**src/rtl/audio_irq_ctrl.sv**
```systemverilog
// audio_irq_ctrl: latches up to eight peripheral interrupt lines, masks them,
// picks one by fixed priority (source 0 highest) and issues a single-cycle
// irq. The taken source stays in service until the core retires mret; there
// is no nesting or preemption.
module audio_irq_ctrl #(
  parameter int NUM_SRC = 4
) (
  input  logic               clk,
  input  logic               rst,
  input  logic [NUM_SRC-1:0] src_i,
  input  logic [NUM_SRC-1:0] edge_sel,
  input  logic [NUM_SRC-1:0] en,
  input  logic               glb_en,
  input  logic               mret,
  input  logic               clr_valid,
  input  logic [2:0]         clr_id,
  output logic               irq,
  output logic [2:0]         irq_id,
  output logic               in_service,
  output logic [NUM_SRC-1:0] pending
);

  typedef enum logic [1:0] {
    IDLE    = 2'd0,
    FIRE    = 2'd1,
    SERVICE = 2'd2
  } state_t;

  state_t             state;
  logic [NUM_SRC-1:0] src_q;
  logic [NUM_SRC-1:0] req;
  logic [2:0]         winner;

  // Previous-cycle copy of the raw lines for rising-edge detection. Resetting
  // to 0 makes a line already high after reset look like a fresh edge.
  always_ff @(posedge clk or posedge rst) begin
    if (rst) begin
      src_q <= '0;
    end else begin
      src_q <= src_i;
    end
  end

  genvar gi;
  generate
    for (gi = 0; gi < NUM_SRC; gi++) begin : g_pend
      logic rise;
      logic clr;

      assign rise = src_i[gi] & ~src_q[gi];
      // A software clear for an index >= NUM_SRC never matches any bit here,
      // so out-of-range clr_id values are ignored naturally.
      assign clr  = (clr_valid && (clr_id == 3'(gi))) ||
                    ((state == FIRE) && (irq_id == 3'(gi)));

      // Edge sources latch rises and drop on clear (set wins a collision);
      // level sources simply follow the raw line.
      always_ff @(posedge clk or posedge rst) begin
        if (rst) begin
          pending[gi] <= 1'b0;
        end else if (edge_sel[gi]) begin
          pending[gi] <= rise | (pending[gi] & ~clr);
        end else begin
          pending[gi] <= src_i[gi];
        end
      end
    end
  endgenerate

  assign req = pending & en;

  // Fixed priority: the lowest requesting index wins.
  always_comb begin
    winner = 3'd0;
    for (int i = NUM_SRC - 1; i >= 0; i--) begin
      if (req[i]) begin
        winner = 3'(i);
      end
    end
  end

  // Request sequencer: IDLE -> FIRE (one-cycle irq) -> SERVICE until mret.
  always_ff @(posedge clk or posedge rst) begin
    if (rst) begin
      state  <= IDLE;
      irq    <= 1'b0;
      irq_id <= 3'd0;
    end else begin
      case (state)
        IDLE: begin
          if (glb_en && (|req)) begin
            state  <= FIRE;
            irq    <= 1'b1;
            irq_id <= winner;
          end else begin
            irq    <= 1'b0;
          end
        end
        FIRE: begin
          // Committed: enables are not re-checked here.
          irq   <= 1'b0;
          state <= SERVICE;
        end
        SERVICE: begin
          irq <= 1'b0;
          if (mret) begin
            state <= IDLE;
          end
        end
        default: begin
          irq   <= 1'b0;
          state <= IDLE;
        end
      endcase
    end
  end

  assign in_service = (state != IDLE);

endmodule
```
**config.mk**
```make
export PLATFORM = sky130hd
export DESIGN_NAME = audio_irq_ctrl
export DESIGN_NICKNAME = d
export VERILOG_FILES = /design/src/rtl/audio_irq_ctrl.sv
export SDC_FILE = /design/constraint.sdc
export NUM_CORES = 1
export LEC_CHECK = 0
export ABC_AREA = 1
export ABC_CLOCK_PERIOD_IN_PS = 2300
export BUFFER_PORTS_ARGS = -buffer_cell sky130_fd_sc_hd__buf_2
export CAP_MARGIN = 20
export CORE_MARGIN = 3
export CORE_UTILIZATION = 47
export DETAILED_ROUTE_END_ITERATION = 6
export HOLD_SLACK_MARGIN = 0.08
export PLACE_DENSITY = 0.79
export REMOVE_ABC_BUFFERS = 1
export SLEW_MARGIN = 30
export SYNTH_ARGS = -nofsm -noshare
export SYNTH_HDL_FRONTEND = slang
export SYNTH_SLANG_ARGS = --single-unit
```
**constraint.sdc**
```tcl
create_clock -name clk -period 2.3 [get_ports clk]
set_clock_uncertainty 0.15 [all_clocks]
set_input_delay 0.115 -clock clk [delete_from_list [all_inputs] [get_ports clk]]
set_output_delay 0.115 -clock clk [all_outputs]
set_load 0.05 [all_outputs]
```
### Word-level counts from Yosys, hierarchy flattened

Index checks and enable logic that the tools add are counted.

* input bits: 20
* logic and storage cells: 72
* bits in registers: 14

* bitwise operators: 21
* muxes and demuxes: 13
* equality and inequality tests: 10
* reduce and logical (&&, ||, !) cells: 20

Operators by type and width (count)
* $eq 3x2->1 const B: 4
* $logic_and 1x1->1: 9
* $mux 3: 3
* $and 1x1->1: 8
* $not 1->1: 8
* $eq 3x1->1 const B: 2
* $logic_not 3->1: 2
* $mux 1: 6
* $mux 2: 3
* $pmux 2 s3: 1
* $and 4x4->4: 1
* $logic_or 1x1->1: 4
* $ne 2x2->1 const B: 2
* $or 1x1->1: 4
* $reduce_and 2->1: 2
* $reduce_or 4->1: 1
* $eq 2x1->1 const B: 1
* $eq 2x2->1 const B: 1
* $logic_not 2->1: 1
* $reduce_bool 2->1: 1

### Depth between registers and ports, before layout

Gate-level depths: netlist of the first run.

* depth in word-level cells: 7
* mapped depth: 7
* mapped depth without buffers: 7

### Least setup slack after synthesis of the first run

No wires, ideal clock.

* path type: reg2reg
* from: reg pending[3]
* to: reg irq_id[0]
* required time: 2.031 ns
* arrival time: 1.068 ns
* path buffers: 0
* stages on the path, launching flop included: 7
* path slack: 0.963 ns
* setup time: 0.119 ns
* period minus slack after synthesis: 1.337 ns
* cells stage by stage: dfrtp_1 nand2_1 nand2_1 nor2_1 nor2_2 nand2_1 nand2_1

* word-level cells in the longest chain between the ends: 5
* elaborated cells between the ends (all ways): 8
* classes of those cells: mux: 4; bitwise: 1; reduce/logical: 3

RTL lines
* from (decl): line 20 `output logic [NUM_SRC-1:0] pending`
* from (signal, indexed assignment): line 62 `pending[gi] <= rise | (pending[gi] & ~clr);`
* from (signal, indexed assignment): line 64 `pending[gi] <= src_i[gi];`
* $and 4x4->4 (*): line 70 `assign req = pending & en;`
* $mux 2: line 76 `if (req[i]) begin`
* $mux 3 (3 in series): line 76
* to (signal assigned): line 94 `irq_id <= winner;`
* to (decl): line 18 `output logic [2:0] irq_id,`

Every way passes the cells marked *; elsewhere a longest branch is shown, timed or not.
A chain may end at the register's enable or synchronous reset.

### Final worst setup path of the first run

* from: reg state[0]
* to: reg pending[0]

* word-level cells in the longest chain between the ends: 7

RTL lines
* from (decl): line 29 `state_t state;`
* from (signal assigned): line 85 `state <= IDLE;`
* from (signal assigned): line 92 `state <= FIRE;`
* from (signal assigned): line 102 `state <= SERVICE;`
* $eq 2x1->1: line 54 `((state == FIRE) && (irq_id == 3'(gi)));`
* $logic_and 1x1->1: line 54
* $logic_or 1x1->1: line 53 `assign clr = (clr_valid && (clr_id == 3'(gi))) ||`
* $not 1->1: line 62
* $and 1x1->1: line 62
* $or 1x1->1: line 62
* $mux 1: line 61 `end else if (edge_sel[gi]) begin`

No other way between the ends.

==> metrics.txt, run 1 <==
largest net degree at the start of global routing 14; main area contributors after synthesis dfrtp_1, nand2_1, inv_1; Hold WC Path Type primary input to flop; Post-Route Setup TNS 0 ps; Die W 42.19 microns; fmax about 0.6 GHz; number of global-route vias before repair 604; drt drc 0; Worst-path clk slew 80 ps; Seq cells post-synth 13; register area share after synthesis 52.85%; CP arrival ~1700 ps; wire per inst ~11 microns; Initial DRC Count 20; TritonCTS Sinks 13; postcts setup bufs 0; Fill cells 70; WP data required about 2300 ps; First-pass DRT Iterations 4; Critical Setup Path Class flop to flop; synth-to-layout area growth 55.49%; cell taking the most area after synthesis dfrtp_1; DR vias approximately 670; drt total wl roughly 1600 microns; library cells used by synthesis 14; Detail Placement HPWL 1034 microns; pwr/cell area between 800 and 900 nW/um^2; nets@finish 146; minimum clock period ~1700 ps; Cell Area, Synth 615.6 sq um; Ys Warns 0; average cell area after synthesis 7.892 sq um; unrepaired setup endpoints after global routing false; first-pass GRT wire length about 2500 microns; H-tree level count 1; Synth top area share 52.85%; Final period util between 70% and 80%; share of cells above drive strength 1 28.80%; Post-Synthesis Cells between 70 and 80; initial antenna violation count 0; worst skew pair latency around 270 ps; final setup fails 0; cts bufs inserted 3; CP endpoint kind flop; n_diodes 0; # rows 12; gr usage total roughly a fifth; CP Max Fanout 4; CTS tree built; port bufs 27; GRT overflow 0; core area ~1200 sq um; vias per cell 4.799; IO Count 29; Initial Utilization 52.56%; clock buffer depth 2; Die ar. 1780 sq um; number of hold violations in the final report 0; startpoint types flop; outcome completed; VDD IR max approximately 500 uV; gpl congestion roughly 0.7; # Max-Cap Violations 0; fin. max-slew vios 0; Detail Route Antenna Nets 0; fin util between 80% and 90%; chip height between 40 and 50 microns; static leakage approximately 0.52 nW; Clk Tree Root Cell clkbuf_4
-- placed cells by master (no fill, tap or decap) --
master,instances
nor2_2,1
nand4_1,5
nor2_1,7
clkbuf_4,3
clkbuf_1,1
inv_2,3
a21boi_1,1
nand3b_1,3
inv_1,9
nand2_1,26
nand2_2,2
nand3_1,5
buf_2,27
dlygate4sd3_1,17
dfrtp_1,13
a21oi_1,1
conb_1,1
-- final timing paths --
check	startpoint	endpoint	slack [ps]	cells after the start
worst min register to register	state[1]	state[1]	440	3
worst min-delay path	en[2]	irq	100	5
worst max-delay path	state[0]	pending[0]	600	6
max in group asynchronous	rst	state[0]	1420	3
min in group asynchronous	rst	src_q[1]	260	3
worst max register to register	state[0]	pending[0]	600	6
-- sequential cells by signal (all words and copies together) (netlist names) --
| name | flops |
|---|---|
| pending | 4 |
| src_q | 4 |
| irq_id | 2 |
| state | 2 |
| irq | 1 |
-- metrics by stage --
step | area, sq um | total power [mW] | cells | hold slack [ps] | setup WS [ps]
finish | 957.2 | 0.8309 | 139 | 97.40 | 595.0
global route | 957.2 | 0.8798 | 139 | 113.6 | 475.9
global placement | 760.7 | 0.6590 | 118 | 6.357 | 1160
CTS | 957.2 | 0.8286 | 139 | 99.86 | 596.8
floorplan | 608.1 | 0.5750 | 77 | -158.0 | 963.4
detailed placement | 760.7 | 0.6643 | 118 | 10.57 | 1155
-- power breakdown --
| part | switching, mW | internal [mW] | total [mW] |
|---|---|---|---|
| clock network | 0.0724 | 0.0671 | 0.139 |
| logic | 0.266 | 0.111 | 0.377 |
| registers | 0.0387 | 0.275 | 0.314 |
| total | 0.377 | 0.454 | 0.831 |
-- critical path, cell delays in order, from the launching register on --
cell and delay [ps]:
dfrtp_1 380, inv_2 50, nor2_1 200, nand3_1 110, nand3b_1 100, nand2_1 60
dlygate4sd3_1 560
-- Yosys cell counts --
library cell and instances:
nand2_2 2, nand3_1 5, conb_1 1, nand2_1 26
nor2_2 1, inv_2 3, inv_1 9, a21oi_1 1
a21boi_1 1, nor2_1 7, nand3b_1 3, dfrtp_1 13
nand4_1 5, buf_4 1
-- metal layers --
metal  track usage [%]  vias to the layer above  part of all wire [%]
met1             22.07                      307                    42
met5                 0                        -                     0
li1                  -                      336                     -
met2             34.95                       22                    52
met3             3.004                        2                   5.4
met4             5.590                        0                  0.88
-- kinds of logic (layout without fill, tap and decap cells) --
| group | count (synthesis) | in the layout | share of synthesized area [%] |
|---|---|---|---|
| DFF | 13 | 13 | 52.85 |
| other | 1 | 1 | 0.6092 |
| buffers and inverters | 13 | 60 | 8.537 |
| AOI/OAI and AO/OA | 2 | 2 | 2.032 |
| and+or+nand+nor | 49 | 49 | 35.98 |
-- repair_timing --
item / CTS / global route
hold endpoints to repair: 26 / 0
gates resized for setup: 0 / 0
hold buffers: 17 / 0
-- layout make-up --
type	instances	area, sq um	share of cell area (%)
clock buffer	4	26.28	2.745
inverter	12	45.04	4.706
multi-input combinational	52	237.7	24.84
sequential	13	325.3	33.99
tap	14	17.52	1.830
timing repair buffer	44	305.3	31.90
(Power assumes the default switching activity.)
==> inputs of run 2 (changes only) <==
- ABC_CLOCK_PERIOD_IN_PS: 2300 -> 1800
- CORE_UTILIZATION: 47 -> 43
- PLACE_DENSITY: 0.79 -> 0.73
- clock period: 2.3 -> 1.8 ns (I/O delays scaled with it)
==> run 2 against run 1 <==
  * Setup slack lost 450 ps
  * Sequential cell count is the same
  * Register-to-register slack worse by 450 ps
  * Cell count rose by 2.9%
  * Fmax rose by 2.9%
  * Worst hold slack improved by 9.3 ps
  * Sequential power up 29%
  * Via count did not move
  * Utilization fell by 6.2 points
  * Combinational power increased by 32%
  * Clock power up 35%
  * Critical endpoint unchanged
  * Largest cell class is now buffers
  * Largest power group unchanged
==> metrics.txt, run 2 (synthesis results as in run 1) <==
WP data required around 1800 ps; gr usage total 19.43%; unrepaired setup endpoints after global routing false; drt total wl around 1600 microns; leading cell types in the layout, fill and taps excluded buf_2, nand2_1, dlygate4sd3_1; number of hold violations in the final report 0; minimum clock period between 1500 and 2000 ps; clock buffer depth 2; largest net degree at the start of global routing 14; Top Registers pending (4), src_q (4); Hold WC Path Type primary input to flop; cts bufs inserted 3; Post-Route Setup TNS 0 ps; post-route cell area between 900 and 1000 sq um; # Max-Cap Violations 0; H-tree level count 1; core area between 1000 and 1500 sq um; r2r setup slk around 140 ps; Final period util around 90%; CP arrival 1680 ps; Placed Area ~760 sq um; VDD IR max roughly 550 uV; vias per cell 4.664; Worst-path clk slew around 90 ps; GRT overflow 0; Detail Route Antenna Nets 0; Critical Setup Path Class flop to flop; fin. max-slew vios 0; IO Count 29; Detail Placement HPWL 1074 microns; TritonCTS Sinks 13; Die ar. 1922 sq um; gpl congestion approximately 0.75; RR Startpoint state[1]; R2R Path End pending[0]; fmax 0.6036 GHz; final setup fails 0; CP endpoint kind flop; Initial Utilization a little under half; # rows 13; startpoint types flop; initial antenna violation count 0; HP Start en[2]; First-pass DRT Iterations 4; worst slack, placed between 600 and 700 ps; CP Max Fanout 4; share of cells above drive strength 1 30.47%; static leakage 0.5426 nW; fin util ~75%; Initial DRC Count 11; number of global-route vias before repair 705; hold worst-path end irq; wire per inst roughly 11 microns; CTS tree built; most common cell after layout, fill and taps aside buf_2; first-pass GRT wire length 2704 microns; final worst slack ~140 ps; port bufs 27; drt drc 0; Reg2Reg Depth 5; Die W ~44 microns; outcome completed; chip height 43.84 microns; pwr/cell area 1095 nW/um^2; worst skew pair latency roughly 290 ps; nets@finish roughly 150; DR vias 667; hold depth 5; n_diodes 0; synth-to-layout area growth 61.59%; Clk Tree Root Cell clkbuf_4
==> run 2: per-stage QoR <==
stage / std cells / hold slack, ps / power [mW]
2_1_floorplan: 77 / -183.0 / 0.7347
6_report: 143 / 106.7 / 1.089
3_3_place_gp: 119 / -19.18 / 0.8431
4_1_cts: 144 / 83.10 / 1.088
3_5_place_dp: 119 / -12.07 / 0.8472
5_1_grt: 143 / 121.0 / 1.156
==> run 2: worst max path at each step <==
stage | from | end | slack, ps | cells past startpoint
floorplan | pending[3] | irq_id[0] | 460 | 6
global placement | pending[3] | irq_id[0] | 660 | 6
detailed placement | pending[2] | irq_id[0] | 650 | 6
CTS | en[3] | irq_id[0] | 100 | 9
global route | state[1] | pending[0] | 40 | 5
finish | state[1] | pending[0] | 140 | 5
==> run 2: timing repair <==
action,in CTS,in global routing
hold buffers,21,0
hold endpoints to repair,26,0
endpoints found under the setup margin,0,3
buffers inserted,0,0
gates resized for setup,0,2
==> run 2: power breakdown <==
part           switching, mW  internal (mW)
Sequential            0.0536          0.352
Clock                  0.105         0.0826
Combinational          0.341          0.155
Total                  0.499          0.590
==> run 2: layer usage <==
| layer | wire, microns | track usage (%) | vias up |
|---|---|---|---|
| met5 | 0 | 0 | - |
| met3 | 66 | 2.490 | 7 |
| met2 | 842 | 36.63 | 24 |
| met1 | 641 | 19.90 | 295 |
| met4 | 45 | 11.45 | 0 |
| li1 | - | - | 341 |
==> run 2: area by class of cell <==
cell class                      instances  area [sq um]
Clock inverter                          1         5.005
Inverter                               12         45.04
Sequential cell                        13         325.3
Clock buffer                            3         22.52
Tap cell                               15         18.77
Fill cell                             114         322.8
Multi-Input combinational cell         52         242.7
Timing Repair Buffer                   47         335.3
==> run 2: worst max-delay path, stage by stage, from the launching register on <==
cell and delay (ps):
dfrtp_1 410, nor2_2 180, nand3_1 100, nand3b_1 90, nand2_1 60, dlygate4sd3_1 560
